**config.mk**
```make
export PLATFORM = sky130hd
export DESIGN_NAME = modulo_interfaz
export DESIGN_NICKNAME = d
export VERILOG_FILES = /design/src/rtl/modulo_interfaz.sv
export SDC_FILE = /design/constraint.sdc
export NUM_CORES = 1
export LEC_CHECK = 0
export ABC_AREA = 0
export CAP_MARGIN = 20
export CELL_PAD_IN_SITES_DETAIL_PLACEMENT = 0
export CELL_PAD_IN_SITES_GLOBAL_PLACEMENT = 1
export CORE_ASPECT_RATIO = 0.5
export CORE_MARGIN = 2
export CORE_UTILIZATION = 30
export DETAILED_ROUTE_END_ITERATION = 12
export PLACE_DENSITY = 0.76
export SYNTH_ARGS = -nofsm -noshare
export SYNTH_HDL_FRONTEND = slang
export SYNTH_SLANG_ARGS = --single-unit
```
**constraint.sdc**
```tcl
create_clock -name clk -period 1.45 [get_ports clk]
set_clock_uncertainty 0.05 [all_clocks]
set_input_delay 0.29 -clock clk [delete_from_list [all_inputs] [get_ports clk]]
set_output_delay 0.29 -clock clk [all_outputs]
set_load 0.05 [all_outputs]
```
**src/rtl/modulo_interfaz.sv**
```systemverilog
// Byte-serial front end for modulo_alu: collects operand A, operand B and the opcode
// from the UART receiver, latches the ALU result and hands it to the UART transmitter.
module modulo_interfaz #(
    parameter int N_BITS = 8,
    parameter int N_OP   = 6
) (
    input  logic              clk,
    input  logic              reset,
    input  logic [N_BITS-1:0] rx_dato,
    input  logic              rx_done,
    input  logic [N_BITS-1:0] resultado,
    input  logic              tx_done,
    output logic [N_BITS-1:0] nr1,
    output logic [N_BITS-1:0] nr2,
    output logic [N_OP-1:0]   operacion,
    output logic [N_BITS-1:0] tx_dato,
    output logic              tx_start,
    output logic              ocupado,
    output logic              descartado
);

    typedef enum logic [2:0] {
        ESPERA_NR1,
        ESPERA_NR2,
        ESPERA_OP,
        CALCULO,
        ESPERA_TX
    } estado_t;

    estado_t estado, estado_sig;
    logic    carga_nr1, carga_nr2, carga_op, carga_tx, descarta;

    always_ff @(posedge clk or posedge reset) begin
        if (reset) estado <= ESPERA_NR1;
        else       estado <= estado_sig;
    end

    always_comb begin
        estado_sig = estado;
        carga_nr1  = 1'b0;
        carga_nr2  = 1'b0;
        carga_op   = 1'b0;
        carga_tx   = 1'b0;
        descarta   = 1'b0;
        ocupado    = 1'b0;
        case (estado)
            ESPERA_NR1: if (rx_done) begin
                carga_nr1  = 1'b1;
                estado_sig = ESPERA_NR2;
            end
            ESPERA_NR2: if (rx_done) begin
                carga_nr2  = 1'b1;
                estado_sig = ESPERA_OP;
            end
            ESPERA_OP: if (rx_done) begin
                carga_op   = 1'b1;
                estado_sig = CALCULO;
            end
            CALCULO: begin
                // modulo_alu is combinational, so the result is already settled here
                carga_tx   = 1'b1;
                descarta   = rx_done;
                ocupado    = 1'b1;
                estado_sig = ESPERA_TX;
            end
            ESPERA_TX: begin
                descarta = rx_done;
                ocupado  = 1'b1;
                if (tx_done) estado_sig = ESPERA_NR1;
            end
            default: estado_sig = ESPERA_NR1;
        endcase
    end

    // Operand/opcode/result registers keep their value until the next load.
    always_ff @(posedge clk or posedge reset) begin
        if (reset) begin
            nr1        <= '0;
            nr2        <= '0;
            operacion  <= '0;
            tx_dato    <= '0;
            tx_start   <= 1'b0;
            descartado <= 1'b0;
        end else begin
            if (carga_nr1) nr1       <= rx_dato;
            if (carga_nr2) nr2       <= rx_dato;
            if (carga_op)  operacion <= rx_dato[N_OP-1:0];
            if (carga_tx)  tx_dato   <= resultado;
            tx_start   <= carga_tx;
            descartado <= descarta;
        end
    end

endmodule

```
* Yosys cells after proc, flatten, opt, wreduce, memory -nomap -nowiden
Index checks and enable logic that the tools add are counted.
Cells by class: shifts and indexed selects 0, eq/ne operators 8, reductions and logical operators 3, magnitude comparators 0, $add $sub $neg 0, divide/modulo/power cells 0, $mul 0, mux-type cells 12, bitwise gates (word level) 0
Operators by type and width (number):
- 3-bit case mux with 5 select lines | 1
- 3-bit two-way mux | 4
- 2-bit != test, second input constant | 4
- 1-bit two-way mux | 7
- 3-bit by 2-bit == test with 1-bit output, second input constant | 2
- 4-bit AND reduction | 1
- 3-bit by 1-bit == test with 1-bit output, second input constant | 1
- 3-bit == test, second input constant | 1
- 3-bit logical NOT | 1
- 2-bit OR reduction | 1
Word-level totals: memories 0, RAM bits 0, word-level logic and storage cells 30, memory bits (read-only) 0, input bits 20, bits in latches 0, register bits after elaboration 35

* Depth between registers and ports, before layout
depth after elaboration 3, depth in mapped cells 4, mapped depth without buffers 2

* Worst setup path after synthesis
OpenSTA, ideal clock, no wires.
path type reg2out, start register estado[0], end output port ocupado, arrival 1315 ps, data required time 1110 ps, buffers on the path 1, cell stages (with the launch flop) 4, setup slack -205 ps, cell sequence dfrtp_1 -> buf_6 -> or3b_2 -> nand2_1
Between the ends: longest elaborated chain between the ends 3, elaborated cells between the ends (all ways) 4
Ends and longest elaborated chain:
- start: declaration | line 30 | estado_t estado, estado_sig;
- start signal: assignment | line 35 | else estado <= estado_sig;
- 3-bit == test or 3-bit by 2-bit == test with 1-bit output (tied branches) | line 46 | case (estado)
- 2-bit OR reduction (no source line) *
- 1-bit two-way mux * | line 46
- end: declaration | line 18 | output logic ocupado,
Mark *: on every way between the ends. The rest lies on a longest branch, timed or not.

* Worst setup path in the final report
start register estado[1], end output port ocupado
The elaborated chain is that of the path after synthesis.

==> results list <==
- The die covers 5139 sq um.
- Most used flip-flop cell after synthesis: dfrtp_1
- Buffers placed on the I/O ports in this run total 52.
- Counting both buffers and inverters, the worst setup path holds a total of 1.
* Starting density of the core: 0.3115
- For this run, the post-layout net count is 173.
- Final cell utilization of the core: 0.5908
- For this run, the slowest stage of the critical path takes 0.42 ns.
- The floorplan has 17 rows.
* Final worst-path cycle share: 1.152
- Of the total synthesized cell area, the portion taken by XOR and XNOR cells is 0.
- Of the post-synthesis cell area, the dominant cell type holds 0.6416.
* Part of the Yosys area used for sequential elements: 0.6416
- Fmax: 598.8 MHz
- The slowest stage of the critical path is the or3b_4 cell.
- In this run the standard cell core region covers 4382 sq um.
- Post-Synthesis Mean Instance Area: 16.06 sq um
- The tree built by TritonCTS fans out to 35 sinks.
* Via/cell ratio: 4.460
- In the post-synthesis netlist, the cell with the most instances is dfrtp_1.
- Sorting the synthesized cells by how often they occur yields 35 x dfrtp_1, 30 x mux2_2, 3 x buf_2.
- Number of buffers created by CTS: 5
- The routed layout has 941 vias.
- Worst-skew pair later-pin latency: 0.29 ns
- In this run the number of H-tree levels came out at 2.
- Of the total synthesized cell area, the portion taken by full adders, half adders and majority gates is 0.
- The number of antenna violations at the first check in global routing was 0.
* Flip-flop and latch count after synthesis: 35
* CP Data Required Time: 1.11 ns
- The first global-routing pass estimated 5188 um of wire.
- Area added between synthesis and finish: 89.64%
- Dividing the detail-routed wire length by the instance count gives 15.62 um.
- Pin placement for this block handled 53 I/O pins.
- Total global-route track usage: 0.1396
- In the routed design, unresolved DRC markers number 0.
- Met2 global-route usage: 0.2421
* Final hold violations: 0
- Remaining max-slew budget at the tightest pin: 0.8212
- Global route overflow: 0
- Clock Pin Slew Worst Setup and Hold Paths: 0.07 ns
* Iter 0 DRT Violations: 13
- The flow ran to the end, but the final reports show violations.
- Data on the critical path arrives at its endpoint at 1.33 ns.
* Clk root buf: clkbuf_8
- Proportion of synthesized area in mux cells: 0.2475
- Met1 track demand over resource in global routing: 0.1607
- Main combinational cell family by area after synthesis: multiplexers
- Clock tree from TritonCTS: yes
- Detail Placement HPWL: 2449 um
* Die outline width: 99.40 um
- The netlist uses 15 different library cells.
* Violations in the final reports: setup timing
- Yosys warns: 0
- In this run the deepest clock path goes through 2 buffers.
* Worst hold margin: 0.3107 ns
- The via count of the first global-routing pass is 1034.
* # diodes: 0
* Slew at the pin closest to its max-slew limit: 0.2671 ns
- STA classifies the critical path startpoint as a flop.
- Counting flops with an async set or reset pin after synthesis yields a share of 1.000.
- Antenna violation net count after detailed routing: 0
- The number of pins exceeding their max-slew limit in the final report came to 0.
* Vertical die dimension: 51.70 um
* Family with the most delay on the worst path: simple AND/OR/NAND/NOR gates
- After global routing, the most crowded layer is met2.
* Simple-Gate Fraction of Synth Area: 0.06966
* Synth Instances: 85
- Fraction of layout cells with a size suffix above 1: 0.6039
* Critical Path, Cell by Cell: or3b_4 > nand2_4 > buf_12
- Shortest period the worst path allows: 1.670 ns
- Fraction of the mapped netlist area in compound gates: 0.01650
- The min-delay analysis places its worst path in the category in2async.
- Of all nets on the critical path, the largest fanout is 3.
- Synthesis produced a netlist with a net count of 105.
* Number of optimization iterations in the first detailed-route pass: 4
- Entering global routing, the biggest net connects 28 pins.
- Endpoint kind of the worst setup timing path: primary output
* Routed wire length: 3295 um
- Setup slack on the critical path of the routed design comes to -0.2200 ns.
- Dominant cell type by area after synthesis: dfrtp_1
* Top cells by area, synth: dfrtp_1 64%, mux2_2 25%, nor4b_4 1.7%
- Setup violations remaining at the end of the flow were counted as 24.
- At the end of routability-driven placement, the weighted congestion stood at 0.7448.
* Reported max-cap violation count: 0
- Unrepaired setup endpoints after global routing: yes
- Worst Setup Path Type: reg2out
- Counting flops with a built-in enable in the synthesized netlist gives 0.
- Met3 track utilization from global routing: 0.05645
* Synthesized area: 1365 sq um
-- what timing repair did --
action,CTS,global route
resized for setup,15,6
hold buffers,0,0
buffers inserted,5,1
gates cloned,0,0
pin swaps,3,1
endpoints found under the setup margin,23,31
hold endpoints to repair,0,0
-- routing by layer --
layer  up-vias  wire, um
met4         0        49
met1       487      1344
li1        436         -
met3         6       122
met5         -         0
met2        12      1780
-- cells in the final DEF, fill, tap and decap left out, types with 2 or more instances in the layout --
cell             instances
dfrtp_2                  3
buf_4                    9
mux2_2                  15
nand3b_1                 2
buf_12                  35
clkbuf_8                 6
nand2b_1                 2
a21oi_1                  2
mux2_4                  15
buf_6                    2
clkdlybuf4s50_1         19
inv_1                    2
dfrtp_1                 32
-- logic make-up (layout without fill, tap and decap cells) --
family          Yosys count  after routing
simple gates             10             10
flops                    35             35
mux                      30             30
buf+inv                   6             75
compound gates            4              4
-- path summary, 6_finish.rpt --
path,start,to,slack (ns),cells past startpoint
hold / removal,reset,tx_dato[3],0.31,3
min in group clk,tx_done,estado[2],0.51,2
setup reg to reg,estado[1],nr2[5],-0.11,4
hold reg to reg,nr1[7],nr1[7],0.52,1
setup / recovery,estado[1],ocupado,-0.22,3
max in group asynchronous,reset,nr2[6],0.88,3
-- layout make-up --
| cell class | count | area [sq um] |
|---|---|---|
| clock inverters | 2 | 35.03 |
| repair buffers | 65 | 980.9 |
| fillers | 338 | 1793 |
| inverters | 2 | 7.507 |
| flip-flops and latches | 35 | 879.6 |
| well taps | 57 | 71.32 |
| clock buffers | 6 | 82.58 |
| multi-input cells | 44 | 531.8 |
-- worst register-to-register path, stage by stage, from the launching register on --
cell      delay, ns
dfrtp_2        0.41
buf_4          0.16
nor4bb_2       0.26
buf_4          0.25
mux2_4         0.32
-- registers in the layout, indices dropped and copies added, names as in the netlist --
signal / count
nr1: 8
nr2: 8
tx_dato: 8
operacion: 6
estado: 3
descartado: 1
tx_start: 1
-- per-stage QoR --
step | TNS [ns] | instance area [sq um] | setup slack (ns) | std cells
floorplan | -0.04349 | 1375 | -0.005436 | 85
global placement | -6.707 | 2362 | -0.3522 | 198
detailed placement | -7.312 | 2362 | -0.3874 | 198
CTS | -1.936 | 2566 | -0.2284 | 211
global route | -3.127 | 2589 | -0.2573 | 211
finish | -1.845 | 2589 | -0.2200 | 211
Power is left out: the tool's default activity adds up to more than one toggle a clock period on the data nets, which glitch-free logic cannot reach.
